<file path="config.mk">
export PLATFORM = sky130hd
export DESIGN_NAME = matrix_vector_mac
export DESIGN_NICKNAME = d
export VERILOG_FILES = /design/src/rtl/matrix_vector_mac.sv
export SDC_FILE = /design/constraint.sdc
export NUM_CORES = 1
export LEC_CHECK = 0
export CAP_MARGIN = 20
export CORE_ASPECT_RATIO = 0.7
export CORE_MARGIN = 2
export CORE_UTILIZATION = 50
export CTS_BUF_LIST = sky130_fd_sc_hd__clkbuf_4
export DETAILED_ROUTE_END_ITERATION = 8
export MAX_ROUTING_LAYER = met4
export PLACE_DENSITY = 0.78
export SLEW_MARGIN = 20
export SYNTH_ARGS = -nofsm -noshare
export SYNTH_HDL_FRONTEND = slang
export SYNTH_SLANG_ARGS = --single-unit
</file>
<file path="constraint.sdc">
create_clock -name clk -period 7 [get_ports clk]
set_input_delay 1.75 -clock clk [delete_from_list [all_inputs] [get_ports clk]]
set_output_delay 1.75 -clock clk [all_outputs]
set_load 0.01 [all_outputs]
</file>
<file path="src/rtl/matrix_vector_mac.sv">
// Row-wise matrix-vector multiply-accumulate. It pops an NxN matrix in row-major order from a
// show-ahead FIFO and returns one dot product per row, against a stored vector, over valid/ack.
module matrix_vector_mac #(
    parameter int DATA_W = 8,
    parameter int NMAX   = 8,
    parameter int ACC_W  = 19
) (
    input  logic              clk,
    input  logic              rst,
    input  logic              start,
    input  logic [3:0]        N,
    input  logic              fifo_empty,
    input  logic [DATA_W-1:0] fifo_data,
    output logic              fifo_pop,
    input  logic              vec_wr,
    input  logic [2:0]        vec_addr,
    input  logic [DATA_W-1:0] vec_data,
    output logic              res_valid,
    output logic [ACC_W-1:0]  res_data,
    output logic [2:0]        res_idx,
    input  logic              res_ack,
    output logic              busy,
    output logic              done,
    output logic              err
);

    localparam int              IDX_W  = 3;
    localparam int              NW     = 4;
    localparam logic [NW-1:0]   NMAX_N = NW'(NMAX);

    typedef enum logic [1:0] {
        ST_IDLE = 2'd0,
        ST_MAC  = 2'd1,
        ST_OUT  = 2'd2,
        ST_DONE = 2'd3
    } state_t;

    state_t             state_q, state_d;
    logic [NW-1:0]      n_q, n_d;
    logic [IDX_W-1:0]   row_q, row_d;
    logic [IDX_W-1:0]   col_q, col_d;
    logic [ACC_W-1:0]   acc_q, acc_d;
    logic [ACC_W-1:0]   res_data_q, res_data_d;
    logic [IDX_W-1:0]   res_idx_q, res_idx_d;
    logic               res_valid_q, busy_q, done_q, err_q, err_d;
    logic               pop_s, n_ok_s, last_col_s, last_row_s, vec_we_s;
    logic [ACC_W-1:0]   prod_s, sum_s;
    logic [DATA_W-1:0]  vec_q [NMAX];

    assign n_ok_s     = (N != 4'd0) && (N <= NMAX_N);
    assign last_col_s = ({1'b0, col_q} == (n_q - 4'd1));
    assign last_row_s = ({1'b0, row_q} == (n_q - 4'd1));
    assign prod_s     = ACC_W'(fifo_data) * ACC_W'(vec_q[col_q]);
    assign sum_s      = acc_q + prod_s;
    assign vec_we_s   = (state_q == ST_IDLE) && vec_wr && ({1'b0, vec_addr} < NMAX_N);

    // Next-state, datapath and pop decode
    always_comb begin
        state_d    = state_q;
        n_d        = n_q;
        row_d      = row_q;
        col_d      = col_q;
        acc_d      = acc_q;
        res_data_d = res_data_q;
        res_idx_d  = res_idx_q;
        err_d      = 1'b0;
        pop_s      = 1'b0;
        case (state_q)
            ST_IDLE: begin
                if (start && n_ok_s) begin
                    n_d     = N;
                    row_d   = {IDX_W{1'b0}};
                    col_d   = {IDX_W{1'b0}};
                    acc_d   = {ACC_W{1'b0}};
                    state_d = ST_MAC;
                end else if (start) begin
                    err_d   = 1'b1;
                end else begin
                    state_d = ST_IDLE;
                end
            end
            ST_MAC: begin
                if (!fifo_empty) begin
                    pop_s = 1'b1;
                    acc_d = sum_s;
                    if (last_col_s) begin
                        res_data_d = sum_s;
                        res_idx_d  = row_q;
                        state_d    = ST_OUT;
                    end else begin
                        col_d = col_q + 3'd1;
                    end
                end else begin
                    pop_s = 1'b0;
                end
            end
            ST_OUT: begin
                if (res_ack) begin
                    acc_d = {ACC_W{1'b0}};
                    col_d = {IDX_W{1'b0}};
                    if (last_row_s) begin
                        state_d = ST_DONE;
                    end else begin
                        row_d   = row_q + 3'd1;
                        state_d = ST_MAC;
                    end
                end else begin
                    state_d = ST_OUT;
                end
            end
            ST_DONE: state_d = ST_IDLE;
            default: state_d = ST_IDLE;
        endcase
    end

    // State, counters and registered outputs; flags follow the state being entered
    always_ff @(posedge clk or negedge rst) begin
        if (!rst) begin
            state_q     <= ST_IDLE;
            n_q         <= {NW{1'b0}};
            row_q       <= {IDX_W{1'b0}};
            col_q       <= {IDX_W{1'b0}};
            acc_q       <= {ACC_W{1'b0}};
            res_data_q  <= {ACC_W{1'b0}};
            res_idx_q   <= {IDX_W{1'b0}};
            res_valid_q <= 1'b0;
            busy_q      <= 1'b0;
            done_q      <= 1'b0;
            err_q       <= 1'b0;
        end else begin
            state_q     <= state_d;
            n_q         <= n_d;
            row_q       <= row_d;
            col_q       <= col_d;
            acc_q       <= acc_d;
            res_data_q  <= res_data_d;
            res_idx_q   <= res_idx_d;
            res_valid_q <= (state_d == ST_OUT);
            busy_q      <= (state_d != ST_IDLE);
            done_q      <= (state_d == ST_DONE);
            err_q       <= err_d;
        end
    end

    // Vector store, writable only while idle so it stays frozen during a run
    always_ff @(posedge clk or negedge rst) begin
        if (!rst) begin
            for (int i = 0; i < NMAX; i++) begin
                vec_q[i] <= {DATA_W{1'b0}};
            end
        end else if (vec_we_s) begin
            vec_q[vec_addr] <= vec_data;
        end else begin
            vec_q <= vec_q;
        end
    end

    assign fifo_pop  = pop_s;
    assign res_valid = res_valid_q;
    assign res_data  = res_data_q;
    assign res_idx   = res_idx_q;
    assign busy      = busy_q;
    assign done      = done_q;
    assign err       = err_q;

endmodule

</file>
==> impl_metrics.ini <==
[yosys]
synth_top_area_share_pct = 37.8
synth-async-reset-ratio_pct = 100
synth_top_family_by_area = adder cells
synthAdderAreaFrac_pct = 19.4
syn_avg_cell_area_sq_um = 11.6
synthSimpleGateAreaFrac_pct = 9.05
synth.most_common_cell = dfrtp_1
synth-edff-count = 0
yosys-mux-area-fraction_pct = 18.6
synth-xor-area-share_pct = 2.19
synth_cells = 689
synth_ff_type = dfrtp_1
syn-num-nets = 812
ys_ff_latch = 121
synthTopCellsByArea = dfrtp_1, fa_1, mux2_2, ha_1, inv_1
synth_compound_area_share_pct = 6.91
synth_seq_area_share_pct = 37.8
synth_cell_types = 49
synth_top_area_cell = dfrtp_1
yosys-top-cells-count = dfrtp_1, inv_1, mux2_2, fa_1, nand2_1
synth_area_sq_mm = 0.00801
yosysWarnings = 0

[setup_path]
r2r_start = col_q[1]
ff2ff_setup_slack_ns = 1.13
r2r_cells = 16
crit_slowest_cell = clkdlybuf4s50_1
critPathMaxStageDelay_ns = 0.67
cp_cell_sequence = clkdlybuf4s50_1, nor2b_1, fa_1, inv_1, fa_1, fa_1, fa_1, inv_1, ha_1, a21o_1, a21oi_1, a21oi_1, o31a_1, nand2b_1, a31oi_1
cp_max_fo = 8
cp_common_cell = fa_1
end_kind = flip-flop
criticalPathCategory = primary input to flip-flop
crit_family = adder cells
cp_num_buf_inv = 3
critPathLaunchType = primary input
critical_path_required_ns = 7.46
critPathArrivalTime_ns = 6.40
rr_endpoint = acc_q[18]

[timing]
slew_headroom_pct = 35.1
setup_violations = 0
fmax_mhz = 168
rsz0062_at_grt = false
timing.final.crit_share_pct = 84.9
finalMaxSlewViolations = 0
fin_setup_tns_ns = 0
hold_viol_final = 0
min_period_ns = 5.94
clock_skew_ns = 0.0257
worst_slew_pin_slew_ns = 0.973

[drt]
drt-initial-drc-count = 348
vias_per_cell = 5.46
wire_per_inst_um = 17.3
drc = 0
vias = 5279
wl_mm = 16.8
drtAntennaViolNets = 0
drt_first_pass_iters = 4

[placement]
post-dp-hpwl_mm = 12.6
portBuffers = 55
gp_congestion = 0.849

[min_path]
hp-start = res_data[4]
hold_depth = 2
min_to = res_data[4]
hold_path_class = flip-flop to flip-flop

[clock_tree]
clock_latency_ns = 0.55
cts_resized = 0
cts_buffers = 17
hold_buffers = 0
clkTransAtPathRegs_ns = 0.12
cts-root-buf = clkbuf_4
cts_max_level = 4
clk_path_buf_depth = 2
post-cts-setup-buffer-count = 0
cts_num_sinks = 121
cts_tree = done

[finish]
synthToLayoutAreaGrowth_pct = 12.7
antenna_cells = 0
layout.nets = 879
drive_gt1_share_pct = 18.5

[status]
status = finished clean

[floorplanning]
die_y_um = 110
placementRows = 38
die_w_um = 155
core_area_sq_mm = 0.0156
io_pins = 56
die-area_sq_mm = 0.0171
initial_utilization_pct = 51.4

[run]
drv_cap = 0

[global_route]
grt_pass1_wl_mm = 27.9
grt_max_degree = 65
grt_usage_pct = 22.0
grt_pass1_vias = 5450
overflow = 0
antenna_found_initial = 0
## final cells by class
type / count / area (sq um)
Multi-Input combinational cell: 449 / 4490
Tap cell: 200 / 250
Fill cell: 1310 / 6570
Sequential cell: 121 / 3030
Clock inverter: 11 / 108
Inverter: 103 / 387
Timing Repair Buffer: 64 / 616
Clock buffer: 19 / 143
## cell families after synthesis
kind of cell    after synthesis
simple gates                141
fa+ha+maj                    94
buf+inv                     119
flops                       121
compound gates               81
mux                         113
xor+xnor                     20
## layout by cell type (no fill, tap or decap), types with 3 or more instances in the layout
cell,n
nor2_1,10
dfrtp_1,121
buf_4,10
a21oi_1,16
and2_1,4
o21ai_0,21
ha_1,44
xnor2_1,10
a31oi_1,3
o21a_1,4
clkbuf_4,19
nand4_1,3
a211o_1,3
a21o_1,3
clkinv_1,4
mux2_4,13
mux2i_1,9
fa_1,50
clkinvlp_4,3
nor3_1,3
nand2_1,49
mux2_2,75
mux4_2,16
inv_1,103
xor2_1,10
and3_1,5
nand2b_1,19
nor2b_1,39
a22o_1,10
nand3_1,6
clkdlybuf4s50_1,54
## worst max-delay path by stage
| stage | slack (ns) | endpoint | depth (start not counted) | from |
|---|---|---|---|---|
| 2_1_floorplan | 1.38 | res_data[17] | 14 | fifo_data[3] |
| 3_3_place_gp | 0.55 | acc_q[18] | 15 | fifo_data[3] |
| 3_5_place_dp | 0.52 | res_data[17] | 15 | fifo_data[4] |
| 4_1_cts | 1.10 | acc_q[18] | 15 | fifo_data[4] |
| 5_1_grt | 0.78 | acc_q[18] | 17 | col_q[0] |
| 6_report | 1.06 | acc_q[18] | 15 | fifo_data[5] |
## sequential cells by signal, summed over array words and instances, names as in the netlist
name and cells:
acc_q 19, busy 1, col_q 3, done 1
err 1, n_q 4, res_data 19, res_idx 3
res_valid 1, row_q 3, state_q 2, vec_q 64
## per-stage QoR
| step | instance area (sq um) | instances | hold WS, ns | util [%] | setup slack, ns |
|---|---|---|---|---|---|
| after detailed placement | 8770 | 937 | 0.478 | 56.3 | 0.519 |
| after floorplan | 8010 | 689 | 0.456 | - | 1.38 |
| after CTS | 9020 | 967 | 0.505 | 57.9 | 1.10 |
| after global routing | 9020 | 967 | 0.513 | 57.9 | 0.777 |
| after global placement | 8770 | 937 | 0.466 | 56.3 | 0.549 |
| final | 9020 | 967 | 0.499 | 57.9 | 1.06 |
## per-layer routing
| layer | wire length (um) | part of all wire, % | GRT usage, % |
|---|---|---|---|
| met2 | 7670 | 46 | 33.6 |
| met1 | 8230 | 49 | 30.5 |
| met5 | 0 | 0 | - |
| met4 | 148 | 0.88 | 6.16 |
| met3 | 701 | 4.2 | 4.30 |
## worst reg2reg max path, delay by kind of cell (launching register included)
kind	cells	cell delay (ns)
buf+inv	2	0.09
fa+ha+maj	5	2.37
flops	1	0.99
compound gates	5	1.20
simple gates	2	0.38
mux	2	0.81
Power is not shown: default switching activity piles up to over one toggle a cycle in this logic, so the estimate is an artifact.
==> RTL edit 1 (same flow settings) <==
Set the parameter `DATA_W` to 10 (it was 8).
--- a/src/rtl/matrix_vector_mac.sv
+++ b/src/rtl/matrix_vector_mac.sv
@@ -1,7 +1,7 @@
 // Row-wise matrix-vector multiply-accumulate. It pops an NxN matrix in row-major order from a
 // show-ahead FIFO and returns one dot product per row, against a stored vector, over valid/ack.
 module matrix_vector_mac #(
-    parameter int DATA_W = 8,
+    parameter int DATA_W = 10,
     parameter int NMAX   = 8,
     parameter int ACC_W  = 19
 ) (
Interface: changed (resized fifo_data and vec_data); port bits go from 56 to 60. No check against the original RTL was run, so the function may have changed too.
==> RTL edit 1 against the unedited design <==
Design area grew 22%; register-to-register slack lost 0.45 ns; sequential cell count grew 16; setup slack lost 0.60 ns; via count grew 24%; die area grew 21%; routed wire length grew 26%; synthesized area grew 22%; critical endpoint is now acc_q[17]; largest cell class unchanged.
Power is left out: the tool's default activity adds up to more than one toggle a clock period on the data nets, which glitch-free logic cannot reach.
==> RTL edit 1: results (changes against the unedited design) <==
Run status
  • Status: finished, final reports clean

Finish
  • Ant diodes: 0 (unchanged)
  • Area grow syn2layout: 12.8% (about the same)
  • Max reg flops: 80 (+25%)
  • Layout Nets: 1111 (+26%)
  • Reg with most FFs: vec_q
  • Layout cells sized above 1: 0.192 (+0.00713)
  • Fill cell total of the finished layout: 1562 (+19%)

Timing
  • Slew @ Worst Pin: 0.798 ns (-0.175 ns)
  • Clock skew: 0.0257 ns (+0.0000250 ns)
  • Final Setup Violations: 0 (unchanged)

Critical path
  • Origin of the worst setup path: fifo_data[7]
  • Worst-path fanout max: 3 (-5)
  • Critical R2R Launch: col_q[1]
  • Critical Path Max Stage Delay: 0.55 ns (-0.12 ns)
  • Crit path DAT: 6.97 ns (+0.57 ns)
  • Slowest cell on crit path: fa_1

Drt
  • First-pass DRT Iterations: 5 (+1)
  • Drt wl/cell: 17.3 um (-0.35%)
  • Post-Route WL: 21.1 mm (+26%)
  • Initial drt markers: 449 (+29%)
  • Via Count: 6551 (+24%)

CTS
  • Setup Fix Bufs, Post-CTS: 0 (unchanged)
  • Post-CTS Resized: 0 (unchanged)
  • Clk buf depth: 2 (unchanged)
  • H-tree levels: 4 (unchanged)
  • Clock transition at the registers of the reported paths: 0.12 ns (about the same)
  • Root Buffer: clkbuf_4
  • CTS buffer count: 17 (unchanged)

Synth
  • Register area share after synthesis: 0.352 (-0.0259)
  • Distinct cells, synth: 54 (+10%)
  • Syn avg cell area: 11.3 sq um (-3.1%)
  • Synth top cells by count: dfrtp_1, inv_1, mux2_2
  • Ys async rst share: 1.00 (unchanged)
  • Yosys warns: 0 (unchanged)
  • Dominant synthesized flop cell: dfrtp_1
  • Post-synth EDFFs: 0 (unchanged)
  • Net Count, Synth: 1030 (+27%)
  • Synth area leaders: dfrtp_1, fa_1, mux2_2, ha_1, inv_1

Placed design
  • Pre-CTS setup slack: -0.0913 ns (-0.610 ns)
  • Post-DP HPWL: 16.1 mm (+28%)
  • PortBufs: 59 (+7.3%)
  • Post-Place Cells: 1190 (+27%)
  • Routability cong.: 0.884 (+4.2%)
  • Placed Area: 10700 sq um (+22%)

GRT
  • Vias in the first global route: 6645 (+22%)
  • All-Layer GR Usage: 0.228 (+0.00735)
  • Initial antenna violation count: 0 (unchanged)
  • Overflow after GRT: 0 (unchanged)
  • First-pass GRT wire length: 35.0 mm (+25%)
  • Pin count of the biggest net entering global routing: 75 (+15%)

Hold path
  • Worst Hold Launch: res_data[7]
## RTL edit 1: cell types whose count changed in the layout (fill, tap and decap cells not counted), sizes merged, moves of 5 or more
cell / unedited run / this run
a211oi: 0 / 6
and2: 4 / 24
buf: 10 / 26
fa: 50 / 79
mux2: 88 / 99
ha: 44 / 54
inv: 103 / 133
nand2b: 19 / 14
nor2: 10 / 15
nand2: 49 / 95
dfrtp: 121 / 137
## RTL edit 1: kinds of logic (layout without fill, tap and decap cells)
logic type / count (synthesis) / after routing / synth area share
XOR/XNOR: 24 / 24 / 0.0216
adder cells (fa/ha/maj): 133 / 133 / 0.232
multiplexers: 124 / 124 / 0.167
flip-flops: 137 / 137 / 0.352
AND/OR/NAND/NOR: 209 / 209 / 0.107
AO/OA/AOI/OAI: 87 / 87 / 0.0599
buffers and inverters: 150 / 243 / 0.0605
## RTL edit 1: area by class of cell
type,count,area share
clock buffer,17,0.0116
timing repair buffer,84,0.0710
sequential,137,0.312
clock inverter,14,0.0105
tap,264,0.0301
multi-input combinational,577,0.521
inverter,128,0.0438
## RTL edit 1: path summary, 6_finish.rpt
check	endpoint	slack, ns	cells after the start
max in group asynchronous	vec_q[73]	4.50	2
max reg2reg	acc_q[17]	0.68	21
max	acc_q[17]	0.46	20
min in group asynchronous	vec_q[15]	1.22	1
min	res_data[7]	0.48	2
min reg2reg	res_data[7]	0.48	2
## RTL edit 1: layer usage
layer / wire, um / vias up / GRT usage
li1: - / 3019 / -
met5: 0 / - / -
met3: 960 / 18 / 0.0416
met4: 226 / 0 / 0.0438
met2: 9710 / 153 / 0.350
met1: 10200 / 3361 / 0.322
==> RTL edit 2 (same flow settings) <==
Made on the original files. Make the reset (`rst`) synchronous in 2 clocked blocks.
--- a/src/rtl/matrix_vector_mac.sv
+++ b/src/rtl/matrix_vector_mac.sv
@@ -114,7 +114,7 @@
     end
 
     // State, counters and registered outputs; flags follow the state being entered
-    always_ff @(posedge clk or negedge rst) begin
+    always_ff @(posedge clk) begin
         if (!rst) begin
             state_q     <= ST_IDLE;
             n_q         <= {NW{1'b0}};
@@ -143,7 +143,7 @@
     end
 
     // Vector store, writable only while idle so it stays frozen during a run
-    always_ff @(posedge clk or negedge rst) begin
+    always_ff @(posedge clk) begin
         if (!rst) begin
             for (int i = 0; i < NMAX; i++) begin
                 vec_q[i] <= {DATA_W{1'b0}};
Behaviour: not the same (a bounded check fails within 4 cycles, from zero or initial values and one cycle with rst low; the reset may be asserted at any time).
==> RTL edit 2 against the unedited design <==
Design area is 0.44% lower; synthesized area rose by 0.39%; setup slack worse by 0.030 ns; sequential cell count is the same; count of clock-buffer cells in the layout is 1 lower; routed wire length grew 7.6%; largest cell class unchanged; critical path type unchanged; non-clock buffer count increased by 4.
Power is left out: it rests on default switching activity, and per cell area and clock period it moved more than threefold.
==> RTL edit 2: results (changes against the unedited design) <==
GRT
  • Pin count of the biggest net entering global routing: 81 (+25%)
  • Vias in the first global route: 5694 (+4.5%)
  • All-Layer GR Usage: 0.228 (+0.00763)
  • Initial antenna violation count: 1 (+1)
  • First-pass GRT wire length: 29.7 mm (+6.4%)

Finish
  • Reg with most FFs: vec_q
  • Finished Layout Cells: 1103 (+14%)
  • Layout cells sized above 1: 0.0843 (-0.101)
  • Max reg flops: 64 (unchanged)
  • Layout Nets: 1013 (+15%)

Synth
  • Post-Syn Instances: 849 (+23%)
  • Xor/xnor share of the synthesized area: 0.0240 (+0.00209)
  • Multiplexer share of the synthesized area: 0.111 (-0.0750)
  • Post-Synth Adder-Cell Area: 0.193 (-0.000754)
  • Ys async rst share: 0 (-1.00)
  • Yosys warns: 0 (unchanged)
  • Synth area leaders: dfxtp_1, fa_1, ha_1, mux2i_1, nor2b_1
  • Dominant synthesized flop cell: dfxtp_1
  • Register area share after synthesis: 0.301 (-0.0768)
  • Synth top cells by count: dfxtp_1, inv_1, nand2_1
  • Net Count, Synth: 972 (+20%)
  • Post-synthesis compound-gate area fraction: 0.106 (+0.0372)
  • Distinct cells, synth: 65 (+33%)

Placed design
  • Pre-CTS setup slack: 0.522 ns (+0.00303 ns)
  • Placed Area: 8720 sq um (-0.66%)
  • Post-DP HPWL: 13.3 mm (+6.2%)
  • Routability cong.: 0.933 (+10%)
  • PortBufs: 55 (unchanged)

CTS
  • Skew-Pair Late Insertion Delay: 0.53 ns (-0.02 ns)
  • Setup Fix Bufs, Post-CTS: 0 (unchanged)
  • H-tree levels: 4 (unchanged)
  • Root Buffer: clkbuf_4
  • Clock transition at the registers of the reported paths: 0.11 ns
  • Post-CTS Resized: 0 (unchanged)
  • Clk buf depth: 2 (unchanged)

Critical path
  • Cell family with most CP delay: adder cells
  • Critical Path Max Stage Delay: 0.57 ns (-0.10 ns)
  • Slowest cell on crit path: clkdlybuf4s50_1
  • Crit path DAT: 6.35 ns (-0.05 ns)
  • Worst-path fanout max: 8 (unchanged)
  • Reg2Reg Setup Slack: 1.11 ns (-0.02 ns)

Run status
  • Status: finished, final reports clean

Drt
  • Vias/cell: 5.50 (+0.66%)
  • Initial drt markers: 334 (-4.0%)
  • First-pass DRT Iterations: 5 (+1)
  • Drt wl/cell: 16.3 um (-5.7%)

Timing
  • Worst hold slack: 0.456 ns (-0.0422 ns)
  • Rel. slew slack: 0.324 (-0.0270)
  • Clock skew: 0.0261 ns (+0.000421 ns)
  • Minimum clock period: 5.97 ns (+0.0303 ns)

Hold path
  • Hold WC Path Type: flop to flop
## RTL edit 2: cell count changes in the layout (fill, tap and decap cells not counted), moves of 5 or more
cell      delta
a21boi_0    +26
mux2_4      -13
a21oi_1      +5
dfrtp_1    -121
nand3_1     +33
mux2i_1     +42
mux2_2      -73
dfxtp_1    +121
a21boi_1     +9
nor2b_1     +42
nand4_1      +5
nand2_1     +34
o21ai_0      -7
## RTL edit 2: area by class of cell
class	instances	area, sq um
multi-input combinational	580	5020
sequential	121	2420
inverter	102	383
tap	200	250
timing repair buffer	68	643
fill	1356	6610
antenna	1	2.50
clock buffer	18	135
clock inverter	13	130
## RTL edit 2: cells by family after synthesis
logic type	Yosys count
AO/OA/AOI/OAI	120
XOR/XNOR	22
adder cells (fa/ha/maj)	94
buffers and inverters	148
flip-flops	121
multiplexers	69
AND/OR/NAND/NOR	275
## RTL edit 2: worst paths after layout
kind,startpoint,cells past startpoint,end
setup / recovery,fifo_data[3],15,res_data[16]
setup reg to reg,col_q[1],18,res_data[16]
hold reg to reg,res_data[3],2,res_data[3]
hold / removal,res_data[3],2,res_data[3]
## RTL edit 2: worst reg2reg max path, stage by stage, from the launching register on
cell,delay (ns)
dfxtp_1,0.98
buf_4,0.25
mux4_2,0.29
mux2i_1,0.19
buf_4,0.23
nor2b_1,0.08
fa_1,0.48
inv_1,0.05
fa_1,0.47
fa_1,0.52
fa_1,0.54
inv_1,0.04
ha_1,0.35
a21o_1,0.20
a31oi_1,0.29
a21oi_1,0.15
o32ai_1,0.35
xor2_1,0.23
a21oi_1,0.08
## RTL edit 2: layer usage
metal,track usage,share of wire,vias up
li1,-,-,2921
met1,0.320,0.49,2955
met2,0.345,0.45,167
met3,0.0473,0.048,18
met4,0.0433,0.011,0
met5,-,0,-
